**config.mk**
```make
export PLATFORM = sky130hd
export DESIGN_NAME = redmule_mx_slot_scheduler
export DESIGN_NICKNAME = d
export VERILOG_FILES = /design/src/rtl/redmule_pkg.sv /design/src/rtl/redmule_mx_slot_scheduler.sv
export SDC_FILE = /design/constraint.sdc
export NUM_CORES = 1
export LEC_CHECK = 0
export CORE_AREA = 8 8 446 448
export CTS_CLUSTER_DIAMETER = 80
export DETAILED_ROUTE_END_ITERATION = 6
export DIE_AREA = 0 0 454 456
export SETUP_SLACK_MARGIN = 0.5
export SYNTH_ARGS = -nofsm -noshare
export SYNTH_HDL_FRONTEND = slang
export SYNTH_SLANG_ARGS = --single-unit
```
**constraint.sdc**
```tcl
create_clock -name clk_i -period 19.7 [get_ports clk_i]
set_input_delay 3.94 -clock clk_i [delete_from_list [all_inputs] [get_ports clk_i]]
set_output_delay 3.94 -clock clk_i [all_outputs]
set_load 0.05 [all_outputs]
```
**src/rtl/redmule_pkg.sv**
```systemverilog
// Shared types for the RedMulE MX datapath: slot scheduler FSM states and job configuration.
package redmule_pkg;

  localparam int unsigned MXS_DATA_W       = 256;
  localparam int unsigned MXS_EXP_VECTOR_W = 32;
  localparam int unsigned MXS_CNT_W        = 16;

  typedef enum logic [1:0] {
    MXS_IDLE  = 2'd0,
    MXS_ISSUE = 2'd1,
    MXS_GAP   = 2'd2,
    MXS_DRAIN = 2'd3
  } mx_sched_state_e;

  typedef struct packed {
    logic [MXS_CNT_W-1:0] x_reuse;
    logic [MXS_CNT_W-1:0] num_x;
  } mx_sched_cfg_t;

  // A job with no X slots or no W reuse produces no pairs at all.
  function automatic logic cfg_is_empty(input mx_sched_cfg_t cfg);
    return (cfg.x_reuse == {MXS_CNT_W{1'b0}}) || (cfg.num_x == {MXS_CNT_W{1'b0}});
  endfunction

endpackage

```
**src/rtl/redmule_mx_slot_scheduler.sv**
```systemverilog
// Pairs each X slot with R consecutive W slots, pops the slot buffer heads and presents
// every (X,W) pair to the MX decode stage through one valid/ready output register.
module redmule_mx_slot_scheduler
  import redmule_pkg::*;
#(
  parameter int unsigned MX_DATA_W       = MXS_DATA_W,
  parameter int unsigned MX_EXP_VECTOR_W = MXS_EXP_VECTOR_W,
  parameter int unsigned CNT_W           = MXS_CNT_W
) (
  input  logic                       clk_i,
  input  logic                       rst_i,
  input  logic                       clear_i,
  input  logic                       start_i,
  input  logic [CNT_W-1:0]           cfg_x_reuse_i,
  input  logic [CNT_W-1:0]           cfg_num_x_i,
  output logic                       busy_o,
  output logic                       done_o,
  input  logic                       x_slot_valid_i,
  input  logic                       x_slot_exp_valid_i,
  input  logic [MX_DATA_W-1:0]       x_slot_data_i,
  input  logic [7:0]                 x_slot_exp_i,
  input  logic                       w_slot_valid_i,
  input  logic                       w_slot_exp_valid_i,
  input  logic [MX_DATA_W-1:0]       w_slot_data_i,
  input  logic [MX_EXP_VECTOR_W-1:0] w_slot_exp_i,
  output logic                       consume_x_slot_o,
  output logic                       consume_w_slot_o,
  output logic                       pair_valid_o,
  input  logic                       pair_ready_i,
  output logic [MX_DATA_W-1:0]       pair_x_data_o,
  output logic [7:0]                 pair_x_exp_o,
  output logic [MX_DATA_W-1:0]       pair_w_data_o,
  output logic [MX_EXP_VECTOR_W-1:0] pair_w_exp_o,
  output logic                       pair_last_o
);

  localparam logic [CNT_W-1:0] CNT_ZERO = {CNT_W{1'b0}};
  localparam logic [CNT_W-1:0] CNT_ONE  = {{(CNT_W-1){1'b0}}, 1'b1};

  mx_sched_state_e      state;
  mx_sched_state_e      next_state;
  mx_sched_cfg_t        cfg;
  mx_sched_cfg_t        start_cfg;
  logic [CNT_W-1:0]     w_cnt;
  logic [CNT_W-1:0]     x_cnt;
  logic [MX_DATA_W-1:0] x_hold_data;
  logic [7:0]           x_hold_exp;

  logic xr;
  logic wr;
  logic oreg_free;
  logic first_use;
  logic w_wrap;
  logic x_wrap;
  logic last_pair;
  logic fire;
  logic drain_done;

  assign xr         = x_slot_valid_i & x_slot_exp_valid_i;
  assign wr         = w_slot_valid_i & w_slot_exp_valid_i;
  assign oreg_free  = ~pair_valid_o | pair_ready_i;
  assign first_use  = (w_cnt == CNT_ZERO);
  assign w_wrap     = (w_cnt == (cfg.x_reuse - CNT_ONE));
  assign x_wrap     = (x_cnt == (cfg.num_x - CNT_ONE));
  assign last_pair  = w_wrap & x_wrap;
  assign drain_done = ~pair_valid_o | pair_ready_i;

  // A soft clear in the same cycle must not pop the buffer.
  assign fire = (state == MXS_ISSUE) & ~clear_i & wr & oreg_free & (~first_use | xr);

  assign consume_w_slot_o = fire;
  assign consume_x_slot_o = fire & first_use;
  assign busy_o           = (state != MXS_IDLE);

  always_comb begin
    start_cfg         = '0;
    start_cfg.x_reuse = cfg_x_reuse_i;
    start_cfg.num_x   = cfg_num_x_i;
  end

  always_comb begin
    next_state = state;
    case (state)
      MXS_IDLE: begin
        if (start_i) begin
          next_state = cfg_is_empty(start_cfg) ? MXS_DRAIN : MXS_ISSUE;
        end else begin
          next_state = MXS_IDLE;
        end
      end
      MXS_ISSUE: begin
        if (fire) begin
          next_state = last_pair ? MXS_DRAIN : MXS_GAP;
        end else begin
          next_state = MXS_ISSUE;
        end
      end
      MXS_GAP: begin
        next_state = MXS_ISSUE;
      end
      MXS_DRAIN: begin
        if (drain_done) begin
          next_state = MXS_IDLE;
        end else begin
          next_state = MXS_DRAIN;
        end
      end
      default: begin
        next_state = MXS_IDLE;
      end
    endcase
  end

  always_ff @(posedge clk_i or posedge rst_i) begin
    if (rst_i) begin
      state       <= MXS_IDLE;
      cfg         <= '0;
      w_cnt       <= CNT_ZERO;
      x_cnt       <= CNT_ZERO;
      x_hold_data <= {MX_DATA_W{1'b0}};
      x_hold_exp  <= 8'h00;
      done_o      <= 1'b0;
    end else if (clear_i) begin
      state       <= MXS_IDLE;
      cfg         <= '0;
      w_cnt       <= CNT_ZERO;
      x_cnt       <= CNT_ZERO;
      x_hold_data <= {MX_DATA_W{1'b0}};
      x_hold_exp  <= 8'h00;
      done_o      <= 1'b0;
    end else begin
      state  <= next_state;
      done_o <= (state == MXS_DRAIN) & drain_done;
      if ((state == MXS_IDLE) && start_i) begin
        cfg   <= start_cfg;
        w_cnt <= CNT_ZERO;
        x_cnt <= CNT_ZERO;
      end
      if (fire) begin
        // The X head is popped on its first use, so later pairs read the held copy.
        if (first_use) begin
          x_hold_data <= x_slot_data_i;
          x_hold_exp  <= x_slot_exp_i;
        end
        if (w_wrap) begin
          w_cnt <= CNT_ZERO;
          x_cnt <= x_cnt + CNT_ONE;
        end else begin
          w_cnt <= w_cnt + CNT_ONE;
        end
      end
    end
  end

  // Output pair register: data only changes on a new fire, so it is stable while stalled.
  always_ff @(posedge clk_i or posedge rst_i) begin
    if (rst_i) begin
      pair_valid_o  <= 1'b0;
      pair_x_data_o <= {MX_DATA_W{1'b0}};
      pair_x_exp_o  <= 8'h00;
      pair_w_data_o <= {MX_DATA_W{1'b0}};
      pair_w_exp_o  <= {MX_EXP_VECTOR_W{1'b0}};
      pair_last_o   <= 1'b0;
    end else if (clear_i) begin
      pair_valid_o  <= 1'b0;
      pair_x_data_o <= {MX_DATA_W{1'b0}};
      pair_x_exp_o  <= 8'h00;
      pair_w_data_o <= {MX_DATA_W{1'b0}};
      pair_w_exp_o  <= {MX_EXP_VECTOR_W{1'b0}};
      pair_last_o   <= 1'b0;
    end else if (fire) begin
      pair_valid_o  <= 1'b1;
      pair_x_data_o <= first_use ? x_slot_data_i : x_hold_data;
      pair_x_exp_o  <= first_use ? x_slot_exp_i : x_hold_exp;
      pair_w_data_o <= w_slot_data_i;
      pair_w_exp_o  <= w_slot_exp_i;
      pair_last_o   <= last_pair;
    end else if (pair_valid_o && pair_ready_i) begin
      pair_valid_o  <= 1'b0;
    end else begin
      pair_valid_o  <= pair_valid_o;
    end
  end

endmodule
```
# Word-level counts from Yosys, hierarchy flattened
# Index checks and enable logic that the tools add are counted.
# op_classes
add_sub_neg	4
eq_ne	6
muxes	33
n_bitwise	14
n_reduce_logical	13
# op_table
cell	count
$mux W256	5
$mux W16	8
$mux W32	4
$logic_not A16 Y1	3
$add A16 B1 Y16 const B	2
$eq A16 B16 Y1	2
$sub A16 B1 Y16 const B	2
$mux W8	3
$mux W2	5
$and A1 B1 Y1	9
$pmux W2 S4	1
$mux W1	7
$reduce_bool A2 Y1	3
$reduce_bool A3 Y1	2
$eq A2 B2 Y1 const B	2
$ne A3 B3 Y1 const B	1
$not A1 Y1	3
$eq A2 B1 Y1 const B	1
$logic_and A1 B1 Y1	2
$logic_not A2 Y1	1
$or A1 B1 Y1	2
$reduce_and A2 Y1	1
$logic_or A1 B1 Y1	1
# word_totals
reg_bits	621
inputBits	593
output_inout_bits	558
word_cells	82

# Depth between registers and ports, before layout
# depth
depth_word	8
ltp_mapped	13
mapped_depth_nobuf	10

# Least setup slack after synthesis
# OpenSTA, ideal clock, no wires.
# synth_path
kind	input-to-output
startpoint	input port clear_i
endpoint	output port consume_x_slot_o
t_arrival_ns	5.901
required_ns	15.760
setup_slack_ns	9.859
path_stages	8
n_path_buf	4
cell_sequence	clkbuf_1 nand3b_1 a2111o_1 inv_2 and2_1 clkbuf_1 buf_2 clkbuf_1
# synth_via
elab_chain_cells	6
# synth_rtl
item	line_no	rtl
start, declared	redmule_mx_slot_scheduler.sv:12	input logic clear_i,
$not A1 Y1	redmule_mx_slot_scheduler.sv:69	assign fire = (state == MXS_ISSUE) & ~clear_i & wr & oreg_free & (~first_use | xr);
$and A1 B1 Y1 (4 in series)	redmule_mx_slot_scheduler.sv:69	
$and A1 B1 Y1	redmule_mx_slot_scheduler.sv:72	assign consume_x_slot_o = fire & first_use;
end, declared	redmule_mx_slot_scheduler.sv:26	output logic consume_x_slot_o,
# No other way between the ends.

# Worst setup path in the final report
# layout_path
startpoint	input port x_slot_exp_valid_i
endpoint	output port consume_x_slot_o
# layout_via
elab_chain_cells	4
# layout_rtl
item	line_no	rtl
start, declared	redmule_mx_slot_scheduler.sv:19	input logic x_slot_exp_valid_i,
$and A1 B1 Y1	redmule_mx_slot_scheduler.sv:59	assign xr = x_slot_valid_i & x_slot_exp_valid_i;
$or A1 B1 Y1	redmule_mx_slot_scheduler.sv:69	
$and A1 B1 Y1	redmule_mx_slot_scheduler.sv:69	
$and A1 B1 Y1	redmule_mx_slot_scheduler.sv:72	
# No other way between the ends.

==> summary.txt <==
Status = finished, final reports clean
Yosys top cell area share = 0.567
Slew Viols, Final = 0
Buffers on Ports = 1150
Via density = 3.86
Hold Slack = 0.506 ns
Post-Syn Instances = 2954
Most frequent cell after synthesis = nand2_1
Clock transition at path regs = 0.05 ns
RSZ-0062 raised after global routing = no
Leakage = 18.8 nW
Die width = 454 µm
Asr flop ratio synth = 1.00
Cell depth of the worst setup path = 6
Synth-to-layout area growth = 61.5%
Synth Flop Type = dfrtp_1
# setup viols final = 0
Setup TNS = 0 ns
Yosys reg bits = 621
Final WL = 157000 µm
Slew headroom = 0.217
Setup Skew = 0.0179 ns
Post-CTS Hold Fix Bufs = 0
Area of the mapped netlist = 0.0274 mm²
Placer Congestion = 0.957
Synth area leaders = dfrtp_1, nand2_1, nand3b_1
Avg Cell Area, Syn = 9.28 µm²
Post-synth EDFFs = 0
Final worst path period share = 0.564
Slew at the pin closest to its max-slew limit = 1.17 ns
CTS tree = yes
Worst path max stage delay = 0.91 ns
Starting Density = 0.143
Max Cap Viol = 0
First-pass DRT Iterations = 5
Hold path cells = 2
Routed Antenna Nets = 0
CP Data Arrival Time = 7.17 ns
Vias = 25500
CP dominant cell by count = clkdlybuf4s50_1
CTS H-tree depth = 3
CP Max Fanout = 84
Total die area = 0.207 mm²
Hold_sp = pair_w_data_o[249]
YS warnings = 0
Type of the worst min-delay path = flip-flop to flip-flop
Crit-path slowest cell = clkdlybuf4s50_1
Share of layout cells above drive strength 1 = 0.0439
Final Net Count = 4591
Critical Path Source = x_slot_exp_valid_i
Sequential cell area fraction in the yosys report = 0.567
Initial DRC Count = 2105
Reg2reg path depth = 10
Largest net degree at the start of global routing = 226
Core ar. = 0.192 mm²
Clk_lat worst skew = 0.69 ns
Setup crit start kind = primary input
Fin. Hold Viols = 0
CP Cell Sequence = clkdlybuf4s50_1 > nand2_1 > a2111o_2 > inv_8 > and2_4 > clkdlybuf4s50_1
Cell area after layout = 0.0443 mm²
VDD IR max = 0.0630 mV
Dominant cell type by area after synthesis = dfrtp_1
Syn nets = 3552
Max frequency = 90.0 MHz
Delay-heaviest family, CP = buffers and inverters
Synth unique cells = 69
Avg WL per Cell = 23.8 µm
CTS Root Cell = clkbuf_16
DRC Markers = 0
Synth cell count leaders = nand2_1, dfrtp_1, nand3b_1
First-pass GRT wire length = 215000 µm
Setup Buffers After CTS = 0
CTS-repair resized insts = 0
Period minus WS final = 11.11 ns
Initial antenna violation count = 59
Final HPWL DP = 123000 µm
Crit Path Class = primary input to output pin
Max clock buf depth = 3
CTS Buf Count = 83
Placed cell area = 0.0415 mm²
Std cell rows = 161
PwrDens = 72.5 mW/mm²
Clock Sinks = 621
Die Y = 456 µm
Critical Path RT = 15.76 ns
I/O pin total = 1151
GR Overflow Total = 0
Overall routing resource usage = 0.145
Worst path bufs/invs = 3
CP endpoint kind = output pin
Vias in the first global route = 25800
R2r startpoint = w_cnt[0]
-- logic make-up after synthesis --
logic type / count (synthesis) / share of synthesized area
simple gates: 1668 / 0.306
compound gates: 371 / 0.0735
flops: 621 / 0.567
buf+inv: 239 / 0.0352
fa+ha+maj: 5 / 0.00228
mux: 2 / 0.000776
xor+xnor: 48 / 0.0153
-- area by class of cell --
class / count / area [µm²]
Inverter: 17 / 75.1
Sequential cell: 621 / 15500
Fill cell: 20700 / 147000
Clock inverter: 31 / 430
Multi-Input combinational cell: 2094 / 10900
Antenna cell: 19 / 47.5
Tap cell: 2526 / 3160
Timing Repair Buffer: 1176 / 11800
Clock buffer: 114 / 2360
-- stage by stage --
stage                     instances  setup WS [ns]  power, mW   util
after floorplan                2954           7.28       1.47      -
after detailed placement       6434           8.45       1.67  0.216
after global routing           6587           8.36       3.34  0.231
after global placement         6434           8.46       1.67  0.216
after CTS                      6579           8.45       3.28  0.231
final                          6598           8.59       3.21  0.231
-- worst register-to-register path: stages (launching register included) --
cell      delay [ns]
dfrtp_1         0.45
inv_1           0.08
ha_1            0.19
nor4b_1         0.15
and4_1          0.22
a2111o_2        0.50
inv_8           0.35
and2_4          0.64
buf_4           0.60
buf_12          0.57
o21ai_0         0.67
-- flip-flops by register name (all words and copies together), names as in the netlist --
name and count:
pair_w_data_o 256, pair_x_data_o 256, cfg 32, pair_w_exp_o 32, w_cnt 16, x_cnt 16, pair_x_exp_o 8, state 2
done_o 1, pair_last_o 1, pair_valid_o 1
-- placed cells by master (no fill, tap or decap), types with 3 or more instances in the layout --
cell                n
nand3_1            36
nor3b_1             3
o21ai_0           195
ha_1                5
a211o_1             4
inv_6               5
nor4_1             21
buf_12              4
and2_1              3
nand2_1           945
buf_4              22
clkinv_4            4
inv_1              15
xnor2_1            31
nand4_1             7
diode_2            19
or3_1               9
nor2_1             28
dfrtp_1           621
a21oi_1            46
a21o_1              7
and3_1              4
nor4b_1             3
clkinvlp_4          4
o21ai_1            89
or4_1               3
clkinv_2            7
clkbuf_16          84
clkbuf_1           15
nand3b_1          293
o31a_1              3
bufinv_16           6
clkbuf_8           15
clkdlybuf4s50_1  1149
nor3_1             17
xor2_1             17
nor2b_1             4
nand2b_1          273
a31oi_1             4
-- worst paths after layout --
check / to / slack (ns)
setup / recovery: consume_x_slot_o / 8.59
hold / removal: pair_w_data_o[249] / 0.51
setup reg to reg: pair_x_data_o[60] / 15.09
hold reg to reg: pair_w_data_o[249] / 0.51
max in group asynchronous: pair_w_data_o[137] / 13.19
min in group asynchronous: pair_x_data_o[166] / 3.63
-- power by group --
| part | switching, mW | internal (mW) |
|---|---|---|
| clock network | 0.643 | 0.926 |
| logic | 0.172 | 0.166 |
| registers | 0.0144 | 1.29 |
| total | 0.829 | 2.38 |
-- layer usage --
metal | wire (µm) | track usage
met1 | 65000 | 0.181
met2 | 75500 | 0.243
met3 | 10500 | 0.0373
met4 | 5550 | 0.0498
met5 | 200 | 0
Note: power is estimated with default switching activity, not from simulation.
